===== config.mk =====
export PLATFORM = sky130hd
export DESIGN_NAME = regfile_sb_flat
export DESIGN_NICKNAME = d
export VERILOG_FILES = /design/src/rtl/regfile_sb_pkg.sv /design/src/rtl/regfile_sb_if.sv /design/src/rtl/regfile_sb_busy.sv /design/src/rtl/regfile_sb.sv /design/src/flat_wrapper.sv
export SDC_FILE = /design/constraint.sdc
export NUM_CORES = 2
export LEC_CHECK = 0
export ABC_AREA = 1
export BUFFER_PORTS_ARGS = -buffer_cell sky130_fd_sc_hd__buf_2
export CAP_MARGIN = 20
export CORE_ASPECT_RATIO = 1.2
export CORE_MARGIN = 4
export CORE_UTILIZATION = 40
export CTS_CLUSTER_SIZE = 20
export DETAILED_ROUTE_END_ITERATION = 8
export PLACE_DENSITY = 0.64
export SLEW_MARGIN = 10
export SYNTH_ARGS = -nofsm -noshare
export SYNTH_HDL_FRONTEND = slang
export SYNTH_HIERARCHICAL = 1
export SYNTH_SLANG_ARGS = --single-unit

===== constraint.sdc =====
create_clock -name clk -period 3.65 [get_ports clk]
set_input_delay 0.365 -clock clk [delete_from_list [all_inputs] [get_ports clk]]
set_output_delay 0.365 -clock clk [all_outputs]
set_load 0.005 [all_outputs]

===== src/rtl/regfile_sb_pkg.sv =====
// regfile_sb_pkg: shared constants and helpers for the scoreboarded register file.
//   DW_DEF / AW_DEF : default data and address widths
//   is_writable()   : register writability test (r0 is hardwired to zero when zero_r0 is set)
package regfile_sb_pkg;

    localparam int DW_DEF = 32;
    localparam int AW_DEF = 5;

    function automatic logic is_writable(input int r, input logic zero_r0);
        return !(zero_r0 && (r == 0));
    endfunction

endpackage


===== src/rtl/regfile_sb_if.sv =====
// regfile_sb_if: read, writeback and issue signals of the scoreboarded register file.
//   master : drives read addresses, writeback and issue requests
//   slave  : returns read data, stall, iss_fire and n_pending
interface regfile_sb_if
    import regfile_sb_pkg::*;
#(
    parameter int DW = DW_DEF,
    parameter int AW = AW_DEF
) ();

    logic [AW-1:0] rR1;
    logic [AW-1:0] rR2;
    logic [DW-1:0] rD1;
    logic [DW-1:0] rD2;
    logic          we;
    logic [AW-1:0] wR;
    logic [DW-1:0] wD;
    logic          iss_valid;
    logic          iss_wen;
    logic [AW-1:0] iss_rd;
    logic          stall;
    logic          iss_fire;
    logic [AW:0]   n_pending;

    modport master (
        output rR1, rR2, we, wR, wD, iss_valid, iss_wen, iss_rd,
        input  rD1, rD2, stall, iss_fire, n_pending
    );

    modport slave (
        input  rR1, rR2, we, wR, wD, iss_valid, iss_wen, iss_rd,
        output rD1, rD2, stall, iss_fire, n_pending
    );

endinterface


===== src/rtl/regfile_sb_busy.sv =====
// sb_busy: per-register busy bits plus a running count of busy registers.
//   clk, rst_n        : clock, async active-low reset
//   set_en, set_idx   : mark a register busy (wins over a same-cycle clear)
//   clr_en, clr_idx   : mark a register done
//   busy              : busy bit per register
//   count             : number of busy registers
module sb_busy #(
    parameter int AW = 5
) (
    input  logic              clk,
    input  logic              rst_n,
    input  logic              set_en,
    input  logic [AW-1:0]     set_idx,
    input  logic              clr_en,
    input  logic [AW-1:0]     clr_idx,
    output logic [2**AW-1:0]  busy,
    output logic [AW:0]       count
);

    localparam logic [AW:0] ONE = (AW + 1)'(1);

    logic [2**AW-1:0] busy_nxt;
    logic [AW:0]      count_nxt;
    logic             inc;
    logic             dec;

    // The count tracks real bit transitions, so a clear of an idle register
    // or a set+clear on the same busy register leaves it unchanged.
    always_comb begin
        busy_nxt = busy;
        if (clr_en) busy_nxt[clr_idx] = 1'b0;
        if (set_en) busy_nxt[set_idx] = 1'b1;
        inc = set_en & ~busy[set_idx];
        dec = clr_en & busy[clr_idx] & ~(set_en && (set_idx == clr_idx));
        count_nxt = count;
        if (inc && !dec)      count_nxt = count + ONE;
        else if (dec && !inc) count_nxt = count - ONE;
    end

    always_ff @(posedge clk or negedge rst_n) begin
        if (!rst_n) begin
            busy  <= '0;
            count <= '0;
        end else begin
            busy  <= busy_nxt;
            count <= count_nxt;
        end
    end

endmodule


===== src/rtl/regfile_sb.sv =====
// regfile_sb: two-read / one-write register file with write-through bypass and
// a busy-bit scoreboard that stalls issue on RAW and WAW hazards.
//   clk, rst_n : clock, async active-low reset
//   bus        : regfile_sb_if slave (reads, writeback, issue, stall, n_pending)
module regfile_sb
    import regfile_sb_pkg::*;
#(
    parameter int DW      = DW_DEF,
    parameter int AW      = AW_DEF,
    parameter int ZERO_R0 = 1
) (
    input  logic         clk,
    input  logic         rst_n,
    regfile_sb_if.slave  bus
);

    localparam int   NREG = 2**AW;
    localparam logic Z0   = (ZERO_R0 != 0);

    logic [DW-1:0]   mem [NREG];
    logic [NREG-1:0] busy;
    logic [NREG-1:0] wr_mask;
    logic [NREG-1:0] effbusy;
    logic            wr_ok;
    logic            set_ok;

    // Writes to a hardwired-zero r0 are dropped here, so neither the array
    // nor the scoreboard ever sees them.
    assign wr_ok = bus.we && is_writable(int'(bus.wR), Z0);

    always_comb begin
        wr_mask = '0;
        if (wr_ok) wr_mask[bus.wR] = 1'b1;
    end

    // A register being written back this cycle no longer blocks issue.
    assign effbusy = busy & ~wr_mask;

    assign bus.stall = bus.iss_valid &
                       (effbusy[bus.rR1] | effbusy[bus.rR2] |
                        (bus.iss_wen & effbusy[bus.iss_rd]));
    assign bus.iss_fire = bus.iss_valid & ~bus.stall;

    assign set_ok = bus.iss_fire & bus.iss_wen & is_writable(int'(bus.iss_rd), Z0);

    assign bus.rD1 = !is_writable(int'(bus.rR1), Z0)  ? '0     :
                     (wr_ok && (bus.wR == bus.rR1)) ? bus.wD : mem[bus.rR1];
    assign bus.rD2 = !is_writable(int'(bus.rR2), Z0)  ? '0     :
                     (wr_ok && (bus.wR == bus.rR2)) ? bus.wD : mem[bus.rR2];

    always_ff @(posedge clk or negedge rst_n) begin
        if (!rst_n) begin
            for (int i = 0; i < NREG; i++) mem[i] <= '0;
        end else if (wr_ok) begin
            mem[bus.wR] <= bus.wD;
        end
    end

    sb_busy #(.AW(AW)) u_sb_busy (
        .clk     (clk),
        .rst_n   (rst_n),
        .set_en  (set_ok),
        .set_idx (bus.iss_rd),
        .clr_en  (wr_ok),
        .clr_idx (bus.wR),
        .busy    (busy),
        .count   (bus.n_pending)
    );

endmodule


===== src/flat_wrapper.sv =====
// flat-port wrapper written by rule: the top's interface ports become plain ports
module regfile_sb_flat import regfile_sb_pkg::*;
#(
    parameter int DW      = DW_DEF,
    parameter int AW      = AW_DEF,
    parameter int ZERO_R0 = 1
)
  (clk, rst_n, bus_rR1, bus_rR2, bus_we, bus_wR, bus_wD, bus_iss_valid, bus_iss_wen, bus_iss_rd, bus_rD1, bus_rD2, bus_stall, bus_iss_fire, bus_n_pending);
  regfile_sb_if #(.DW(DW), .AW(AW)) bus_i ();
  input  logic clk;
  input  logic rst_n;
  input wire logic [$bits(bus_i.rR1)-1:0] bus_rR1;
  input wire logic [$bits(bus_i.rR2)-1:0] bus_rR2;
  input wire logic [$bits(bus_i.we)-1:0] bus_we;
  input wire logic [$bits(bus_i.wR)-1:0] bus_wR;
  input wire logic [$bits(bus_i.wD)-1:0] bus_wD;
  input wire logic [$bits(bus_i.iss_valid)-1:0] bus_iss_valid;
  input wire logic [$bits(bus_i.iss_wen)-1:0] bus_iss_wen;
  input wire logic [$bits(bus_i.iss_rd)-1:0] bus_iss_rd;
  output wire logic [$bits(bus_i.rD1)-1:0] bus_rD1;
  output wire logic [$bits(bus_i.rD2)-1:0] bus_rD2;
  output wire logic [$bits(bus_i.stall)-1:0] bus_stall;
  output wire logic [$bits(bus_i.iss_fire)-1:0] bus_iss_fire;
  output wire logic [$bits(bus_i.n_pending)-1:0] bus_n_pending;
  assign bus_i.rR1 = bus_rR1;
  assign bus_i.rR2 = bus_rR2;
  assign bus_i.we = bus_we;
  assign bus_i.wR = bus_wR;
  assign bus_i.wD = bus_wD;
  assign bus_i.iss_valid = bus_iss_valid;
  assign bus_i.iss_wen = bus_iss_wen;
  assign bus_i.iss_rd = bus_iss_rd;
  assign bus_rD1 = bus_i.rD1;
  assign bus_rD2 = bus_i.rD2;
  assign bus_stall = bus_i.stall;
  assign bus_iss_fire = bus_i.iss_fire;
  assign bus_n_pending = bus_i.n_pending;
  regfile_sb #(.DW(DW), .AW(AW), .ZERO_R0(ZERO_R0)) u_core (.clk(clk), .rst_n(rst_n), .bus(bus_i));
endmodule

# Word-level counts from Yosys, hierarchy flattened
# Cells that the tools add are included.
# totals
register_bits	1062
output_inout_bits	72
word_cells	120
# classes
addsub	2
order_cmp	10
eq_ne	3
mux	32
bitwise	21
n_reduce_logical	18
# ops
cell	count
bitwise mux 1024 bit	1
2-to-1 mux 32 bit	12
binary-select mux 32 bit (select 5 bit)	2
demux 32 bit (select 5 bit)	1
AND 32 bit	2
NOT 32 bit	2
OR 32 bit	1
binary-select mux 1 bit (select 5 bit)	5
< comparator 5 x 6 -> 1 bit, second input constant	4
logical NOT 5 bit	4
greater-or-equal comparator 6 bit, second input constant	3
NOT 5 -> 6 bit	3
equality test 5 bit	3
2-to-1 mux 6 bit	2
demux 1 bit (select 5 bit)	2
greater-or-equal comparator 5 x 1 -> 1 bit, second input constant	2
logical AND 1 bit	9
AND 1 bit	8
2-to-1 mux 1 bit	7
adder 6 x 1 -> 6 bit, second input constant	1
< comparator 6 x 1 -> 1 bit, second input constant	1
subtractor 6 x 1 -> 6 bit, second input constant	1
logical NOT 1 bit	4
NOT 1 bit	3
2 further kinds	3

# Longest topological paths before layout
# logic_depth
word_depth	22
depth_mapped	33

# By module
# The synthesis kept the hierarchy.
# by_module_without_submodules
module	instances	cells_each	area_each_um2	seq_area_each_um2
regfile_sb	1	7502	56016.2	25624.6
sb_busy	1	379	2501.1	950.9

# Worst setup path after synthesis
# Ideal clock, no wire load.
# synth_timing
path_type	in2reg
startpoint	input port bus_wR[2]
endpoint	register u_core.u_sb_busy.count[3]
setup_time_ns	0.117
arrival_ns	3.327
path_slack_ns	0.206
cell_stages	28
cell_sequence	buf_2 -> inv_2 -> nand3_1 -> nor2_1 -> nor2_1 -> nand2_1 -> nand3_1 -> nand2_1 -> nand2_1 -> nand3_1 -> nand3_1 -> nand2_1 -> nand4_1 -> nor2_1 -> o21ai_0 -> nor2_1 -> nand3_1 -> nand2_1 -> inv_1 -> nand2_1 -> ha_1 -> inv_1 -> ha_1 -> nand3_1 -> nand3_1 -> or2_2 -> nand3_1 -> nand2_1
# synth_between
elab_chain_cells	22
word_cells_on_any_way	39
cone_classes	2 x order compare; 1 x eq/ne; 12 x mux; 14 x bitwise; 10 x reduce/logical
# synth_lines
element	line_no	text
start: declaration	flat_wrapper.sv:15	input wire logic [$bits(bus_i.wR)-1:0] bus_wR;
< comparator 5 x 6 -> 1 bit (implied by the code) / greater-or-equal comparator 5 x 1 -> 1 bit (equally long branches)	regfile_sb.sv:33	if (wr_ok) wr_mask[bus.wR] = 1'b1;
logical AND 1 bit (implied by the code)	regfile_sb.sv:33	
2-to-1 mux 1 bit (implied by the code)	regfile_sb.sv:33	
demux 1 bit (select 5 bit)	regfile_sb.sv:33	
2-to-1 mux 32 bit *	regfile_sb.sv:33	
NOT 32 bit *	regfile_sb.sv:37	assign effbusy = busy & ~wr_mask;
AND 32 bit *	regfile_sb.sv:37	
binary-select mux 1 bit (select 5 bit) (on tied branches)	regfile_sb.sv:40, regfile_sb.sv:41	
[6 not listed]	--	
AND 1 bit * (2 in series)	regfile_sb.sv:44	assign set_ok = bus.iss_fire & bus.iss_wen & is_writable(int'(bus.iss_rd), Z0);
via u_core.set_ok	regfile_sb.sv:25	logic set_ok;
logical AND 1 bit	regfile_sb_busy.sv:34	dec = clr_en & busy[clr_idx] & ~(set_en && (set_idx == clr_idx));
NOT 1 bit	regfile_sb_busy.sv:34	
AND 1 bit	regfile_sb_busy.sv:34	
logical NOT 1 bit	regfile_sb_busy.sv:36	if (inc && !dec) count_nxt = count + ONE;
logical AND 1 bit	regfile_sb_busy.sv:36	
2-to-1 mux 6 bit / nonzero test 2 bit (equally long branches)	--	
end signal: assignment	regfile_sb_busy.sv:46	count <= count_nxt;
end: declaration	regfile_sb_busy.sv:17	output logic [AW:0] count
# The timed path passes the listed nets; every way through them passes the cells marked *. The select of a mux whose other input is x is not followed.
# A chain may end at the register's enable or synchronous reset.

# Worst setup path after layout
# layout_timing
startpoint	input port bus_rR1[1]
endpoint	output port bus_rD1[30]
# layout_between
elab_chain_cells	6
word_cells_on_any_way	9
cone_classes	1 x eq/ne; 5 x mux; 1 x bitwise; 2 x reduce/logical
# layout_lines
element	line_no	text
start: declaration	flat_wrapper.sv:12	input wire logic [$bits(bus_i.rR1)-1:0] bus_rR1;
NOT 5 -> 6 bit (implied by the code)	regfile_sb.sv:47	(wr_ok && (bus.wR == bus.rR1)) ? bus.wD : mem[bus.rR1];
binary-select mux 32 bit (select 5 bit)	regfile_sb.sv:47	
2-to-1 mux 32 bit (implied by the code) (2 in series)	regfile_sb.sv:47	
2-to-1 mux 32 bit	regfile_sb.sv:47	
2-to-1 mux 32 bit *	regfile_sb.sv:46	assign bus.rD1 = !is_writable(int'(bus.rR1), Z0) ? '0 :
end: declaration	flat_wrapper.sv:20	output wire logic [$bits(bus_i.rD1)-1:0] bus_rD1;
# Mark *: on every way between the ends. The rest lies on a longest branch, timed or not. The select of a mux whose other input is x is not followed.

==> reports/metrics.cfg <==
[status]
status = finished, violations left
violations = setup timing

[floorplan]
ios = 129
fp.dieW_um = 357.2
initial_utilization = 0.4033
core_area_sq_um = 145100
rows = 153
die_h_um = 427.0
dieArea_sq_um = 152500

[layout]
fillers = 14640
finalNonFillerCells = 9746
multiInputGateArea_sq_um = 27140
fin_area_sq_um = 66290
seqCellArea_sq_um = 26580
nets = 7774
drive_gt1_frac = 0.09543
syn_to_final_growth_pct = 13.28

[timing]
final.setup.tns_ns = -0.02273
whs_ns = 0.05377
finalHoldViolCount = 0
fmax_ghz = 0.2723
relSlewSlack = 0.1772
fin_crit_ns = 3.673
fin_crit_sh = 1.006
worst_pin_slew_ns = 1.234
layout_setup_ws_ns = -0.02273
setup_viol = 1
rsz0062_at_grt = true
finalClockSkew_ns = 0.04453
slew_viol_final = 0

[power]
p_sw_mw = 11.17
p_leak_nw = 29.70
p_clk_frac = 0.356
pwr_density_cell_nw_per_um2 = 525.8
max-vdd-ir-drop_mv = 0.4491
switching_share = 0.3206
power_mw = 34.86
p_seq_frac = 0.444
internal_power_mw = 23.68
combPwrFrac = 0.201

[synthesis]
synth_top_area_frac = 0.4541
async_reset_ff_frac = 1.000
syn-instance-count = 7881
synth_fp_nets = 7944
netlist_top_cells_count = 1887 x o21ai_0, 1630 x nand2_1, 1062 x dfrtp_1
synth_top_area_cell = dfrtp_1
synth_edf_count = 0
synthMostInstantiatedCell = o21ai_0
ys.flop_type = dfrtp_1
synth.area.top_cells = dfrtp_1 45%, o21ai_0 16%, nand2_1 10%
ys_seq_area_frac = 0.4541
netlist_area_sq_um = 58520
yosysWarnings = 6
synth_seq_cells = 1062
ys_types = 40
syn_avg_cell_area_sq_um = 7.425

[cts]
clk_latency_ns = 0.77
cts_sinks = 1062
htreeDepth = 3
cts_buffers = 113
clk_pin_slew_ns = 0.06
clockRootBuffer = clkbuf_16
clock_path_buffers = 3
cts_tree = done

[worst_setup_path]
arrival_ns = 3.31
required_ns = 3.28
path_class = in -> out
cp-end-kind = output port
crit_path_top_delay_cell = a21oi_1
cp_max_fo = 101
crit_chain = buf_4, nor2_4, buf_4, buf_12, a22oi_1, nand2_1, a21oi_1, nand3_1, nand3_1, a21oi_1, buf_2
crit_path_max_incr_delay_ns = 0.69
start_kind = input pin

[run]
max-cap-violations = 0

[route]
drc_errors = 0
wl_mm = 254.4
first_iter_violations = 8357
dr.pass1.iters = 7
num_vias = 59710
ant_nets = 0
vias_per_cell = 6.127
drt-wirelength-per-cell_um = 26.10

[global_route]
grt_max_degree = 179
grt_first_pass_wirelength_mm = 372.8
gr-total-overflow = 0
grt_usage = 0.3243
grt_pass1_vias = 56180
antenna_found_initial = 15

[placement]
place_congestion = 0.9334
dp.cells = 9496
place_hpwl_mm = 139.5
placed_cell_area_sq_um = 61770
portBuffers = 128

[hold_path]
hp-class = in -> reg

-- stage by stage --
step,setup WS (ns),util
after CTS,0.02859,0.4554
after global routing,0.004985,0.4568
after global placement,-0.7149,0.4257
after detailed placement,-0.6347,0.4257
final,-0.02273,0.4568
after floorplan,0.2059,-
-- metal layers --
metal / track usage / part of all wire / wire length (um) / up-vias
met5: 0 / 0.00035 / 90 / -
met4: 0.1866 / 0.065 / 16640 / 12
met3: 0.07233 / 0.12 / 30030 / 838
met2: 0.4959 / 0.43 / 110500 / 3956
met1: 0.4239 / 0.38 / 97070 / 28420
li1: - / - / - / 26480
-- cells in the final DEF (no fill, tap or decap), drive strengths merged, types with 22 or more instances in the layout --
cell         count
a21oi          656
a22oi          132
buf            457
clkbuf         176
clkinv          22
dfrtp         1062
dlygate4sd3     31
inv            507
nand2         1631
nand3          405
nor2           365
o2111ai         40
o211ai         198
o21ai         1937
o221ai          85
-- cells by family (layout without fill, tap and decap cells) --
logic type	after synthesis	in the layout	synth area share
AO/OA/AOI/OAI	3094	3094	0.2885
XOR/XNOR	12	12	0.001796
flip-flops	1062	1062	0.4541
buffers and inverters	1279	1205	0.08828
AND/OR/NAND/NOR	2428	2428	0.1659
other	0	2	0
adder cells (fa/ha/maj)	6	6	0.001411
-- worst max-delay path: cells and delay by family --
| kind | cells | cell delay [ns] |
|---|---|---|
| and+or+nand+nor | 4 | 0.74 |
| buffers and inverters | 4 | 1.15 |
| AOI/OAI and AO/OA | 3 | 0.92 |
-- area by class of cell --
class	instances	area share
Multi-Input combinational cell	5540	0.4094
Sequential cell	1062	0.4009
Timing Repair Buffer	490	0.06378
Clock buffer	174	0.05263
Tap cell	1937	0.03656
Inverter	504	0.02911
Clock inverter	37	0.007494
Antenna cell	2	0.00007550
-- power groups by stage --
stage          sequential (mW)  combinational [mW]  clock [mW]
2_1_floorplan             15.2                4.42           0
3_3_place_gp              15.5                6.58           0
3_5_place_dp              15.6                6.73           0
4_1_cts                   15.4                6.79        12.5
5_1_grt                   15.7                7.86        13.0
6_report                  15.5                7.00        12.4
-- flip-flops by register name (all words and copies together), names as in the netlist --
register                flops
u_core/mem               1024
u_core/u_sb_busy/busy      32
u_core/u_sb_busy/count      6
-- repair_timing --
item | in CTS | in global routing
hold buffers | 31 | 0
pin swaps | 0 | 14
hold endpoints to repair | 107 | 0
gates resized for setup | 4 | 34
buffers inserted | 0 | 4
setup endpoints to repair | 5 | 12
cloned | 0 | 2
-- final timing paths --
check | start | endpoint | slack, ns | cells after the start
min | bus_wD[2] | u_core/mem[34]$_DFFE_PN0P_ | 0.05 | 3
max reg2reg | u_core/u_sb_busy/busy[15]$_DFF_PN0_ | u_core/u_sb_busy/count[3]$_DFFE_PN0P_ | 0.21 | 22
min reg2reg | u_core/mem[1020]$_DFFE_PN0P_ | u_core/mem[1020]$_DFFE_PN0P_ | 0.40 | 0
min in group asynchronous | rst_n | u_core/mem[783]$_DFFE_PN0P_ | 0.19 | 2
max | bus_rR1[1] | bus_rD1[30] | -0.02 | 11
max in group asynchronous | rst_n | u_core/mem[930]$_DFFE_PN0P_ | 2.24 | 4
Power figures use the tool's default switching activity.
